==> config.mk <==
export PLATFORM = sky130hd
export DESIGN_NAME = uart_rx_frame_ctrl
export DESIGN_NICKNAME = d
export VERILOG_FILES = /design/src/rtl/uart_rx_frame_ctrl.sv
export SDC_FILE = /design/constraint.sdc
export NUM_CORES = 1
export LEC_CHECK = 0
export CAP_MARGIN = 30
export CORE_MARGIN = 2
export CORE_UTILIZATION = 30
export DETAILED_ROUTE_END_ITERATION = 10
export SETUP_SLACK_MARGIN = 0.15
export SYNTH_ARGS = -nofsm -noshare
export SYNTH_HDL_FRONTEND = slang
export SYNTH_SLANG_ARGS = --single-unit
==> constraint.sdc <==
create_clock -name CLK -period 3.35 [get_ports CLK]
set_input_delay 0.67 -clock CLK [delete_from_list [all_inputs] [get_ports CLK]]
set_output_delay 0.67 -clock CLK [all_outputs]
set_load 0.02 [all_outputs]
==> src/rtl/uart_rx_frame_ctrl.sv <==
// UART RX frame controller: times bits, drives the 3-cycle sampler window, deserialises and checks framing.
// Latency: data_valid pulses the cycle after the stop-bit end; no backpressure, the byte must be taken on the pulse.
module uart_rx_frame_ctrl #(
    parameter int DATA_WIDTH     = 8,
    parameter int PRESCALE_WIDTH = 6
) (
    input  logic                      CLK,
    input  logic                      RST,
    input  logic                      RX_IN,
    input  logic [PRESCALE_WIDTH-1:0] Prescale,
    input  logic                      PAR_EN,
    input  logic                      PAR_TYP,
    input  logic                      sampled_bit,
    output logic                      sample_en,
    output logic [DATA_WIDTH-1:0]     P_DATA,
    output logic                      data_valid,
    output logic                      par_err,
    output logic                      stp_err
);

    localparam int BCW = (DATA_WIDTH > 1) ? $clog2(DATA_WIDTH) : 1;
    localparam logic [BCW-1:0] LAST_BIT = BCW'(DATA_WIDTH - 1);

    typedef enum logic [2:0] {
        S_IDLE,
        S_START,
        S_DATA,
        S_PARITY,
        S_STOP
    } state_t;

    state_t                    state_q, state_d;
    logic [PRESCALE_WIDTH-1:0] edge_q, edge_d;
    logic [PRESCALE_WIDTH-1:0] p_q, p_d;
    logic [BCW-1:0]            bit_q, bit_d;
    logic [DATA_WIDTH-1:0]     shift_q, shift_d;
    logic [DATA_WIDTH-1:0]     p_data_q, p_data_d;
    logic                      par_en_q, par_en_d;
    logic                      par_typ_q, par_typ_d;
    logic                      start_bit_q, start_bit_d;
    logic                      sample_en_q, sample_en_d;
    logic                      valid_q, valid_d;
    logic                      par_err_q, par_err_d;
    logic                      stp_err_q, stp_err_d;

    logic [PRESCALE_WIDTH-1:0] mid, mid_d;
    logic                      eob;
    logic                      capture;

    assign mid     = p_q >> 1;
    assign eob     = (edge_q == p_q - 1'b1);
    assign capture = (state_q != S_IDLE) && (edge_q == mid + 1'b1);

    always_comb begin
        state_d     = state_q;
        edge_d      = edge_q;
        p_d         = p_q;
        bit_d       = bit_q;
        shift_d     = shift_q;
        p_data_d    = p_data_q;
        par_en_d    = par_en_q;
        par_typ_d   = par_typ_q;
        start_bit_d = start_bit_q;
        valid_d     = 1'b0;
        par_err_d   = par_err_q;
        stp_err_d   = stp_err_q;

        if (state_q != S_IDLE) begin
            edge_d = eob ? '0 : edge_q + 1'b1;
        end

        case (state_q)
            S_IDLE: begin
                edge_d = '0;
                bit_d  = '0;
                if (!RX_IN) begin
                    state_d   = S_START;
                    p_d       = Prescale;
                    par_en_d  = PAR_EN;
                    par_typ_d = PAR_TYP;
                    par_err_d = 1'b0;
                    stp_err_d = 1'b0;
                end
            end
            S_START: begin
                if (capture) start_bit_d = sampled_bit;
                if (eob) begin
                    state_d = start_bit_q ? S_IDLE : S_DATA;
                    bit_d   = '0;
                end
            end
            S_DATA: begin
                if (capture) shift_d = {sampled_bit, shift_q[DATA_WIDTH-1:1]};
                if (eob) begin
                    if (bit_q == LAST_BIT) begin
                        state_d = par_en_q ? S_PARITY : S_STOP;
                        bit_d   = '0;
                    end else begin
                        bit_d = bit_q + 1'b1;
                    end
                end
            end
            S_PARITY: begin
                if (capture && (sampled_bit != ((^shift_q) ^ par_typ_q))) par_err_d = 1'b1;
                if (eob) state_d = S_STOP;
            end
            S_STOP: begin
                if (capture && !sampled_bit) stp_err_d = 1'b1;
                if (eob) begin
                    // Capture precedes EOB, so both flags are final here.
                    if (!par_err_q && !stp_err_q) begin
                        p_data_d = shift_q;
                        valid_d  = 1'b1;
                    end
                    state_d = S_IDLE;
                end
            end
            default: state_d = S_IDLE;
        endcase

        // Registered enable is derived from next-state values so it lines up with edge_q.
        mid_d       = p_d >> 1;
        sample_en_d = (state_d != S_IDLE) &&
                      (edge_d >= mid_d - 1'b1) && (edge_d <= mid_d + 1'b1);
    end

    always_ff @(posedge CLK or negedge RST) begin
        if (!RST) begin
            state_q     <= S_IDLE;
            edge_q      <= '0;
            p_q         <= '0;
            bit_q       <= '0;
            shift_q     <= '0;
            p_data_q    <= '0;
            par_en_q    <= 1'b0;
            par_typ_q   <= 1'b0;
            start_bit_q <= 1'b0;
            sample_en_q <= 1'b0;
            valid_q     <= 1'b0;
            par_err_q   <= 1'b0;
            stp_err_q   <= 1'b0;
        end else begin
            state_q     <= state_d;
            edge_q      <= edge_d;
            p_q         <= p_d;
            bit_q       <= bit_d;
            shift_q     <= shift_d;
            p_data_q    <= p_data_d;
            par_en_q    <= par_en_d;
            par_typ_q   <= par_typ_d;
            start_bit_q <= start_bit_d;
            sample_en_q <= sample_en_d;
            valid_q     <= valid_d;
            par_err_q   <= par_err_d;
            stp_err_q   <= stp_err_d;
        end
    end

    assign sample_en  = sample_en_q;
    assign P_DATA     = p_data_q;
    assign data_valid = valid_q;
    assign par_err    = par_err_q;
    assign stp_err    = stp_err_q;

endmodule

## Word-level counts from Yosys, hierarchy flattened

Cells that the tools add are included.

- Flip-flop bits (word level): 41
- Input bits: 12
- Output and inout bits: 12
- Logic and storage cells: 86

- Add/sub/neg operators: 6
- $lt $le $gt $ge: 2
- Equal/unequal tests: 13
- Mux-type cells: 26
- Bitwise operators: 2
- Reduce and logical (&&, ||, !) cells: 23

Operators by type and width:

| operator | number |
|---|---|
| 2-to-1 mux 3 bit | 10 |
| 2-to-1 mux 6 bit | 5 |
| one-hot mux 3 bit (5 select lines) | 1 |
| adder 5 x 1 -> 6 bit (second input constant) | 2 |
| equality test 6 bit | 2 |
| AND reduction 3 bit | 4 |
| inequality test 2 bit (second input constant) | 5 |
| one-hot mux 3 bit (3 select lines) | 1 |
| nonzero test 3 bit | 3 |
| XOR reduction 8 bit | 1 |
| adder 6 x 1 -> 6 bit (second input constant) | 1 |
| equality test 3 x 2 -> 1 bit (second input constant) | 2 |
| equality test 3 bit (second input constant) | 2 |
| greater-or-equal comparator 6 bit | 1 |
| less-or-equal comparator 6 bit | 1 |
| logical AND 1 bit | 6 |
| 2-to-1 mux 1 bit | 6 |
| AND reduction 2 bit | 3 |
| subtractor 5 x 1 -> 6 bit (second input constant) | 1 |
| subtractor 6 x 1 -> 6 bit (second input constant) | 1 |
| one-hot mux 1 bit (2 select lines) | 2 |
| nonzero test 2 bit | 2 |
| adder 3 x 1 -> 3 bit (second input constant) | 1 |
| equality test 3 x 1 -> 1 bit (second input constant) | 1 |
| 6 further kinds | 8 |

## Depth between registers and ports, before layout

Gate-level depths: netlist of the first run.

- Word-level depth: 8
- Gate-level depth with buffers: 15
- Gate-level depth less buffers: 15

## Worst setup path after synthesis of the first run

Ideal clock, no wire load.

- Path type: input port to flip-flop
- Start point: input port RX_IN
- End point: register sample_en_q (netlist: sample_en)
- Library setup time: 0.099 ns
- Arrival: 3.266 ns
- Required time: 3.251 ns
- Slack: -0.016 ns
- Stages on the path: 11
- Buffers on the path: 0
- Cell sequence: nor4_2 -> mux2i_1 -> inv_1 -> ha_1 -> xor2_1 -> ha_1 -> o21a_1 -> o21a_1 -> o21ai_0 -> a21oi_1 -> a311oi_1

- Word-level cells in the longest chain between the ends: 6
- Elaborated cells between the ends (all ways): 11
- Classes of those cells: 2 x add/sub; 2 x order compare; 4 x mux; 3 x reduce/logical

RTL lines:

| what | RTL line | RTL |
|---|---|---|
| from (decl) | 9 | `input logic RX_IN,` |
| 2-to-1 mux 6 bit (*) | 76 | `if (!RX_IN) begin` |
| 2-to-1 mux 6 bit (*) | 72 | `case (state_q)` |
| net p_d[1] | 34 | `logic [PRESCALE_WIDTH-1:0] p_q, p_d;` |
| subtractor 5 x 1 -> 6 bit | 124 | `(edge_d >= mid_d - 1'b1) && (edge_d <= mid_d + 1'b1);` |
| greater-or-equal comparator 6 bit | 124 |  |
| logical AND 1 bit | 123 | `sample_en_d = (state_d != S_IDLE) &&` |
| logical AND 1 bit (*) | 124 |  |
| net sample_en_d | 41 | `logic sample_en_q, sample_en_d;` |
| to (signal assigned) | 152 | `sample_en_q <= sample_en_d;` |
| to (decl) | 41 |  |

Mark *: on every way through the listed nets, which the timed path passes. The rest lies on a longest branch.
A chain may end at the register's enable or synchronous reset.

## Final worst setup path of the first run

- Start point: register p_q[0]
- End point: register sample_en_q (netlist: sample_en)

- Word-level cells in the longest chain between the ends: 8
- Elaborated cells between the ends (all ways): 15
- Classes of those cells: 1 x add/sub; 2 x order compare; 1 x eq/ne; 8 x mux; 3 x reduce/logical

RTL lines:

| what | RTL line | RTL |
|---|---|---|
| from (decl) | 34 |  |
| from (signal assigned) | 145 | `p_q <= p_d;` |
| subtractor 6 x 1 -> 6 bit (*) | 51 | `assign eob = (edge_q == p_q - 1'b1);` |
| equality test 6 bit (*) | 51 |  |
| 2-to-1 mux 6 bit | 69 | `edge_d = eob ? '0 : edge_q + 1'b1;` |
| 2-to-1 mux 6 bit | 68 | `if (state_q != S_IDLE) begin` |
| 2-to-1 mux 6 bit | 72 |  |
| greater-or-equal comparator 6 bit | 124 |  |
| logical AND 1 bit | 123 |  |
| logical AND 1 bit (*) | 124 |  |
| net sample_en_d | 41 |  |

Marked as above.

==> results of run 1 <==
[cells by family (layout without fill, tap and decap cells)]
logic type	Yosys count	after routing
buffers and inverters	20	61
multiplexers	23	23
AO/OA/AOI/OAI	35	35
XOR/XNOR	31	31
AND/OR/NAND/NOR	67	67
flip-flops	41	41
adder cells (fa/ha/maj)	19	19
[worst max path at each step]
stage           start   endpoint  slack (ns)  depth (start not counted)
2_1_floorplan   RX_IN  sample_en        0.22                         11
3_3_place_gp    RX_IN  sample_en       -0.19                         12
3_5_place_dp    RX_IN  sample_en       -0.22                         12
4_1_cts         RX_IN  sample_en        0.21                         13
5_1_grt        p_q[1]  sample_en        0.19                         15
6_report       p_q[0]  sample_en        0.43                         16
[what timing repair did]
action	4_1_cts	5_1_grt
pin swaps	1	0
endpoints found under the setup margin	1	1
gates resized for setup	2	11
buffers inserted	1	0
[through the flow]
step                      instance area [um2]  setup slack (ns)  instances   util
after floorplan                          2490             0.220        236      -
after global placement                   2940            -0.192        373  0.362
after detailed placement                 2940            -0.217        373  0.362
after CTS                                3070             0.213        382  0.378
after global routing                     3120             0.194        382  0.383
final                                    3120             0.430        382  0.383
[sequential cells by signal, indices dropped and copies added (netlist names)]
signal       count
data_valid       1
bit_q            3
par_typ_q        1
par_en_q         1
stp_err          1
sample_en        1
P_DATA           8
state_q          3
p_q              6
start_bit_q      1
shift_q          8
edge_q           6
par_err          1
[cell type report]
cell class	count	area, um2	area share
repair buffers	40	363	0.116
flip-flops and latches	41	1030	0.329
inverters	13	48.8	0.0157
multi-input cells	175	1430	0.460
well taps	105	131	0.0421
clock inverters	3	46.3	0.0148
clock buffers	5	68.8	0.0221
[routing by layer]
metal,vias up,share of wire,GRT usage
met5,-,0,0
li1,915,-,-
met4,0,0.0086,0.0362
met1,896,0.48,0.175
met2,19,0.50,0.223
met3,4,0.018,0.0213
[power groups by stage]
| stage | clock network (uW) | logic, uW | registers [uW] |
|---|---|---|---|
| floorplan | 0 | 1080 | 695 |
| CTS | 411 | 1470 | 754 |
| global route | 433 | 1750 | 774 |
| detailed placement | 0 | 1450 | 764 |
| finish | 402 | 1530 | 755 |
| global placement | 0 | 1420 | 763 |
[worst max-delay path: stages, from the launching register on]
cell and delay, ns:
dfrtp_1 0.39, inv_1 0.07, ha_1 0.23, nor2b_1 0.14
nand4_1 0.10, o31ai_1 0.07, buf_4 0.15, nand2_2 0.08
nand2b_2 0.11, or2_2 0.30, ha_1 0.31, nand2b_1 0.15
a21o_1 0.19, a21o_1 0.17, a21oi_1 0.15, o21a_1 0.14
a311oi_1 0.04
[Yosys cell counts, types with 3 or more instances]
library cell,number
a31oi_1,3
xor2_1,10
buf_2,3
a21oi_1,5
nand3_1,9
nor3_1,7
mux2_2,16
xnor2_1,21
o21a_1,3
nand2b_1,8
nor2_1,12
o31ai_1,3
dfrtp_1,41
nand2_1,14
ha_1,19
mux2i_1,6
o21ai_0,5
inv_1,12
a21o_1,3
clkbuf_1,3
==> flow_metrics.tcl, run 1 <==
set metrics [dict create \
    status "complete, no violations" \
    synthFlopType "dfrtp_1" \
    hold_path_end "P_DATA[6]" \
    clkSlewWorstSetupHoldPaths_ns 0.08 \
    ys_types 46 \
    synthAdderAreaFrac 0.0956 \
    min_from "P_DATA[6]" \
    hold_slack_ns 0.494 \
    clockBufferDepth 2 \
    critPathCaptureType "register" \
    cts-root-buf "clkbuf_8" \
    synth_nets 267 \
    rsz0062_at_grt "false" \
    cap_violations 0 \
    start_util 0.306 \
    antenna_found_initial 0 \
    synthXorXnorAreaFrac 0.109 \
    p_sw_uw 1100 \
    synth_area_um2 2490 \
    clock-sinks 41 \
    comb_power_share 0.569 \
    place.port_buffers 23 \
    final-max-slew-violation-count 0 \
    p_int_uw 1580 \
    grt_usage 0.132 \
    slew_headroom 0.393 \
    synth_edf_count 0 \
    clkPwrFrac 0.150 \
    synth_area_leaders "dfrtp_1 (41%), ha_1 (9.6%), xnor2_1 (7.4%)" \
    synth_top_area_share 0.413 \
    io-pin-count 24 \
    avgViaCountPerCell 4.80 \
    dieArea_um2 9030 \
    ir_drop_uv 290 \
    p_sw_frac 0.411 \
    post-dp-hpwl_mm 4.07 \
    setup_viol 0 \
    synth-seq-cells 41 \
    cp.required_ns 3.51 \
    fin_crit_sh 0.872 \
    timing.rr.start "p_q[0]" \
    reg2reg_setup_slack_ns 0.43 \
    holdCritPathClass "reg2reg" \
    hold_violations 0 \
    power_density_nw_per_um2 862 \
    fmax_mhz 342 \
    drt-total-wl_mm 5.25 \
    cts_made_buffers 5 \
    ys_warn_count 0 \
    fill_cells 776 \
    place.gp.congestion 0.761 \
    n_antenna_cell 0 \
    synth_top_family_by_area "simple AND/OR/NAND/NOR gates" \
    crit_fanout 7 \
    async_reset_ff_frac 1.00 \
    drt_iter0_drc 48 \
    drc_errors 0 \
    synth_compound_area_frac 0.102 \
    area_growth_pct 25.4 \
    fin_crit_ns 2.92 \
    total_power_uw 2690 \
    power_leakage_uw 0.00140 \
    critPathArrivalTime_ns 3.08 \
    cts-htree-levels 2 \
    coreArea_um2 8130 \
    avgSynthCellArea_um2 10.5 \
    die_w_um 95.0 \
    cts_tree "done" \
    synth_mux_area_frac 0.101 \
    grt_pass1_vias 1907 \
    power_frac_seq 0.281 \
    cts.hold.buffers_added 0 \
    seq_area_frac_synth 0.413 \
    mostFrequentLayoutCell "dfrtp_1" \
    clk_latency_ns 0.29 \
    grt-ovfl-total 0 \
    drt-pass1-iter-count 4 \
    rows 33 \
    mostFrequentLayoutCells "dfrtp_1 (41), xnor2_1 (21), clkdlybuf4s50_1 (21)" \
    yosys.area.top_type "dfrtp_1" \
    layout-drive-gt1-share 0.199 \
    synthSimpleGateAreaFrac 0.148 \
    tightest_slew_ns 0.911 \
    grt_start_max_net_pins 42 \
    fin_worst_skew_ns 0.00473 \
    final_nets 307 \
    hold_depth 1 \
    cp-start-kind "register" \
    grt_pass1_wl_mm 9.34 \
    synthCells 236 \
    ff2ff_path_depth 16 \
    setup_tns_ns 0 \
    vias 1834 \
    r2r_end "sample_en" \
    critical_path_class "reg2reg" \
    die_y_um 95.0 \
    ant_nets 0 \
    wl_per_cell_um 13.7 \
]
(Power assumes the default switching activity.)
==> run 2, diff against run 1 <==
Settings changed: CAP_MARGIN 30 to default, SLEW_MARGIN from default to 15.
==> results of run 2 <==
No change in the layout: final DEF, timing and power equal those of run 1.
